File: src/rtl/featuremap_accum.sv
// Cross-channel feature-map accumulator: per-channel alignment FIFOs, two-stage sum/bias/saturate
// pipeline. Define FEATUREMAP_ACCUM_RELU_EN to clamp negative results to zero.
module featuremap_accum #(
    parameter int unsigned                  DATA_WIDTH = 24,
    parameter int unsigned                  NUM_CH     = 6,
    parameter int unsigned                  FIFO_DEPTH = 4,
    parameter logic signed [DATA_WIDTH-1:0] BIAS       = '0
) (
    input  logic                         clk,
    input  logic                         rst,
    input  logic [NUM_CH*DATA_WIDTH-1:0] ch_data_in,
    input  logic [NUM_CH-1:0]            ch_valid_in,
    output logic [NUM_CH-1:0]            ch_ready_out,
    output logic [DATA_WIDTH-1:0]        data_out,
    output logic                         valid_out,
    input  logic                         ready_in,
    output logic                         sat_flag
);
    localparam int unsigned PW = $clog2(FIFO_DEPTH);
    localparam int unsigned CW = PW + 1;
    localparam int unsigned SW = DATA_WIDTH + $clog2(NUM_CH) + 1;
    localparam logic [CW-1:0] FULL_CNT = CW'(FIFO_DEPTH);
    localparam logic signed [SW-1:0] SAT_MAX =
        {{(SW - DATA_WIDTH + 1){1'b0}}, {(DATA_WIDTH - 1){1'b1}}};
    localparam logic signed [SW-1:0] SAT_MIN =
        {{(SW - DATA_WIDTH + 1){1'b1}}, {(DATA_WIDTH - 1){1'b0}}};

    logic [DATA_WIDTH-1:0] mem_q    [NUM_CH][FIFO_DEPTH];
    logic [PW-1:0]         wr_ptr_q [NUM_CH];
    logic [PW-1:0]         rd_ptr_q [NUM_CH];
    logic [CW-1:0]         cnt_q    [NUM_CH];

    logic [NUM_CH-1:0]     push;
    logic [NUM_CH-1:0]     full;
    logic [NUM_CH-1:0]     empty;
    logic                  pop;

    logic                  s1_valid_q;
    logic signed [SW-1:0]  s1_sum_q;
    logic                  s1_ready;
    logic                  s2_ready;

    logic                  valid_q;
    logic [DATA_WIDTH-1:0] data_q;
    logic                  sat_q;

    logic [DATA_WIDTH-1:0] head;
    logic signed [SW-1:0]  sum;
    logic signed [SW-1:0]  biased;
    logic [DATA_WIDTH-1:0] sat_val;
    logic [DATA_WIDTH-1:0] res;
    logic                  sat_hit;

    always_comb begin
        full  = '0;
        empty = '0;
        push  = '0;
        for (int i = 0; i < NUM_CH; i++) begin
            full[i]  = (cnt_q[i] == FULL_CNT);
            empty[i] = (cnt_q[i] == '0);
            push[i]  = ch_valid_in[i] && !full[i];
        end
    end

    assign ch_ready_out = ~full;

    // A stage advances when it is empty or its successor advances.
    assign s2_ready = !valid_q || ready_in;
    assign s1_ready = !s1_valid_q || s2_ready;
    assign pop      = !(|empty) && s1_ready;

    always_ff @(posedge clk) begin
        for (int i = 0; i < NUM_CH; i++) begin
            if (push[i]) begin
                mem_q[i][wr_ptr_q[i]] <= ch_data_in[i*DATA_WIDTH +: DATA_WIDTH];
            end
        end
    end

    always_ff @(posedge clk) begin
        if (!rst) begin
            for (int i = 0; i < NUM_CH; i++) begin
                wr_ptr_q[i] <= '0;
                rd_ptr_q[i] <= '0;
                cnt_q[i]    <= '0;
            end
        end else begin
            for (int i = 0; i < NUM_CH; i++) begin
                if (push[i]) begin
                    wr_ptr_q[i] <= wr_ptr_q[i] + PW'(1);
                end
                if (pop) begin
                    rd_ptr_q[i] <= rd_ptr_q[i] + PW'(1);
                end
                if (push[i] && !pop) begin
                    cnt_q[i] <= cnt_q[i] + CW'(1);
                end else if (!push[i] && pop) begin
                    cnt_q[i] <= cnt_q[i] - CW'(1);
                end
            end
        end
    end

    always_comb begin
        head = '0;
        sum  = '0;
        for (int i = 0; i < NUM_CH; i++) begin
            head = mem_q[i][rd_ptr_q[i]];
            sum  = sum + {{(SW - DATA_WIDTH){head[DATA_WIDTH-1]}}, head};
        end
    end

    always_ff @(posedge clk) begin
        if (!rst) begin
            s1_valid_q <= 1'b0;
            s1_sum_q   <= '0;
        end else if (s1_ready) begin
            s1_valid_q <= pop;
            if (pop) begin
                s1_sum_q <= sum;
            end
        end
    end

    // SW leaves headroom for the full channel sum plus bias, so the add cannot wrap.
    always_comb begin
        biased  = s1_sum_q + {{(SW - DATA_WIDTH){BIAS[DATA_WIDTH-1]}}, BIAS};
        sat_hit = 1'b0;
        sat_val = biased[DATA_WIDTH-1:0];
        if (biased > SAT_MAX) begin
            sat_val = SAT_MAX[DATA_WIDTH-1:0];
            sat_hit = 1'b1;
        end else if (biased < SAT_MIN) begin
            sat_val = SAT_MIN[DATA_WIDTH-1:0];
            sat_hit = 1'b1;
        end
    end

`ifdef FEATUREMAP_ACCUM_RELU_EN
    assign res = sat_val[DATA_WIDTH-1] ? '0 : sat_val;
`else
    assign res = sat_val;
`endif

    always_ff @(posedge clk) begin
        if (!rst) begin
            valid_q <= 1'b0;
            data_q  <= '0;
            sat_q   <= 1'b0;
        end else if (s2_ready) begin
            valid_q <= s1_valid_q;
            if (s1_valid_q) begin
                data_q <= res;
                if (sat_hit) begin
                    sat_q <= 1'b1;
                end
            end
        end
    end

    assign data_out  = data_q;
    assign valid_out = valid_q;
    assign sat_flag  = sat_q;

endmodule

File: config.mk
export PLATFORM = sky130hd
export DESIGN_NAME = featuremap_accum
export DESIGN_NICKNAME = d
export VERILOG_FILES = /design/src/rtl/featuremap_accum.sv
export SDC_FILE = /design/constraint.sdc
export NUM_CORES = 1
export LEC_CHECK = 0
export BUFFER_PORTS_ARGS = -buffer_cell sky130_fd_sc_hd__buf_2
export CORE_ASPECT_RATIO = 0.9
export CORE_MARGIN = 2
export CORE_UTILIZATION = 40
export DETAILED_ROUTE_END_ITERATION = 16
export GPL_ROUTABILITY_DRIVEN = 0
export PLACE_DENSITY = 0.61
export SYNTH_ARGS = -nofsm -noshare
export SYNTH_HDL_FRONTEND = slang
export SYNTH_SLANG_ARGS = --single-unit
File: constraint.sdc
create_clock -name clk -period 6.25 [get_ports clk]
set_clock_uncertainty 0.15 [all_clocks]
set_input_delay 0.625 -clock clk [delete_from_list [all_inputs] [get_ports clk]]
set_output_delay 0.625 -clock clk [all_outputs]
set_load 0.005 [all_outputs]
==> results_dict.tcl <==
set metrics [dict create \
    rows 95 \
    grt_max_degree 66 \
    grt-ovfl-total 0 \
    cts_root_buf "clkbuf_16" \
    critPathTopFamily "adder cells" \
    grtUsageTotal_pct 18.3 \
    layoutNonFillerInstCount 3100 \
    ys_ff_latch 673 \
    numCtsBuffers 72 \
    syn_inst 1835 \
    rsz0062_at_grt "no" \
    outcome "finished clean" \
    async_flop_share_pct 0 \
    ctsHtreeMaxLevel 3 \
    syn_nets 2144 \
    clk_path_buf_depth 3 \
    final_cell_mix "618 x edfxtp_1, 322 x inv_1, 184 x buf_2" \
    cp_num_buf_inv 4 \
    dieArea_um2 76900 \
    syn_avg_cell_area_um2 16.3 \
    first_global_vias 16293 \
    required_ps 6660 \
    wirelength_um 69300 \
    vias 15765 \
    insertion_delay_ps 620 \
    cts_hold_buffers 0 \
    hold_viol_final 0 \
    fp.dieW_um 292 \
    crit_fanout 15 \
    core_area_um2 74300 \
    synth_edf_count 618 \
    first_iter_violations 1238 \
    ant_nets 0 \
    crit_arrival_ps 5920 \
    wl_per_cell_um 22.3 \
    critPathKind "flip-flop to flip-flop" \
    cts.sinks 673 \
    ys_types 64 \
    place_hpwl_um 50100 \
    synth_area_um2 29900 \
    cpMaxStageDelayCell "edfxtp_1" \
    cts_resized 0 \
    worstSetupStartpointType "flip-flop" \
    ys_seq_area_share_pct 65.8 \
    period_needed_ps 5510 \
    worst_pin_slew_ps 916 \
    slew-limit-headroom_pct 38.8 \
    placed_cells 2962 \
    slowest_delay_ps 850 \
    first_pass_iters 7 \
    maxCapViolCount 0 \
    route.detailed.drc 0 \
    setup_viol 0 \
    cts_tree "yes" \
    area_growth_pct 15.2 \
    cts_setup_buffers 0 \
    antenna_found_initial 17 \
    yosysWarnings 0 \
    final_common_cell "edfxtp_1" \
    grt_pass1_wl_um 104000 \
    fmax_ghz 0.181 \
    io_pins 185 \
    portBuffers 184 \
    fin_crit_sh_pct 88.2 \
    drv_slew 0 \
    min_path_type "input pin to flip-flop" \
    initial_core_util_pct 40.2 \
    via_per_inst 5.09 \
    fin_tns_setup_ps 0 \
    die_h_um 263 \
    end_kind "flip-flop" \
    drive_gt1_share_pct 23.4 \
    final_nets 2375 \
    cp_cell_sequence "mux4_2 > inv_1 > fa_1 > inv_1 > fa_1 > inv_1 > fa_1 > inv_1 > ha_1 > fa_1 > a211oi_2 > o211ai_2 > a41oi_1 > o21ai_0 > xor2_1 > a22o_1" \
    clkSlewWorstSetupHoldPaths_ps 60 \
    ys.flop_type "edfxtp_1" \
]
[metrics by stage]
step	instance area, µm²	hold slack [ps]	utilization (%)	setup WS (ps)
2_1_floorplan	29900	282	-	1470
3_3_place_gp	32000	291	43.1	918
3_5_place_dp	32000	291	43.1	801
4_1_cts	34400	32.3	46.3	762
5_1_grt	34400	42.7	46.3	455
6_report	34400	68.4	46.3	739
[path summary, 6_finish.rpt]
path	depth (start not counted)	startpoint	endpoint	slack [ps]
worst max register to register	16	rd_ptr_q[1][1]$_SDFFCE_PN0P_	s1_sum_q[14]$_SDFFE_PN0P_	740
worst min register to register	2	data_out[2]$_SDFFE_PN0P_	data_out[2]$_SDFFE_PN0P_	290
worst max-delay path	16	rd_ptr_q[1][1]$_SDFFCE_PN0P_	s1_sum_q[14]$_SDFFE_PN0P_	740
worst min-delay path	1	ch_data_in[99]	mem_q[4][3]$_DFFE_PP_	70
[cell type report]
class                           instances  area (µm²)
Tap cell                              970        1210
Multi-Input combinational cell        767        8680
Clock inverter                         38         398
Inverter                              323        1210
Timing Repair Buffer                  229        1260
Antenna cell                            6        15.0
Clock buffer                           94        1980
Fill cell                            6391       39900
Sequential cell                       673       19700
[cells in the mapped netlist, types with 3 or more instances]
cell / n / share of area [%]
a211oi_1: 9 / 0.23
a211oi_2: 3 / 0.13
a21o_1: 10 / 0.25
a21oi_1: 71 / 1.2
and2_1: 9 / 0.19
and3_1: 36 / 0.75
buf_1: 5 / 0.063
buf_2: 20 / 0.33
buf_6: 4 / 0.15
clkbuf_1: 41 / 0.52
dfxtp_1: 55 / 3.7
edfxtp_1: 618 / 62
fa_1: 103 / 6.9
ha_1: 53 / 2.2
inv_1: 323 / 4.1
mux2i_1: 3 / 0.10
mux4_2: 144 / 11
nand2_1: 90 / 1.1
nand2b_1: 6 / 0.13
nand3_1: 25 / 0.42
nand4_1: 5 / 0.10
nor2_1: 49 / 0.62
nor3_1: 22 / 0.37
nor4_1: 3 / 0.063
o211ai_1: 25 / 0.63
o21a_1: 4 / 0.10
o21ai_0: 16 / 0.27
o21ai_1: 3 / 0.050
or3_1: 8 / 0.17
xnor2_1: 20 / 0.59
xor2_1: 8 / 0.23
[logic make-up (layout without fill, tap and decap cells)]
| family | Yosys count | in the layout | share of synthesized area [%] |
|---|---|---|---|
| buffers and inverters | 395 | 684 | 5.17 |
| flip-flops | 673 | 673 | 65.8 |
| multiplexers | 148 | 148 | 11.0 |
| other | 0 | 6 | 0 |
| AO/OA/AOI/OAI | 172 | 172 | 3.87 |
| AND/OR/NAND/NOR | 263 | 263 | 4.24 |
| adder cells (fa/ha/maj) | 156 | 156 | 9.12 |
| XOR/XNOR | 28 | 28 | 0.821 |
[routing by layer]
metal  routed length, µm  up-vias  track usage (%)
met5                 114        -                0
met4                2040       20             6.16
met3                4270      127             4.42
met2               34000      424             29.8
met1               28800     8038             24.3
li1                    -     7156                -
[flip-flops by register name, summed over array words and instances, names as in the netlist]
signal      flops
mem_q         576
s1_sum_q       28
data_out       24
cnt_q          18
rd_ptr_q       12
wr_ptr_q       12
s1_valid_q      1
sat_flag        1
valid_out       1
Power is left out: the tool's default activity adds up to more than one toggle a clock period on the data nets, which glitch-free logic cannot reach.
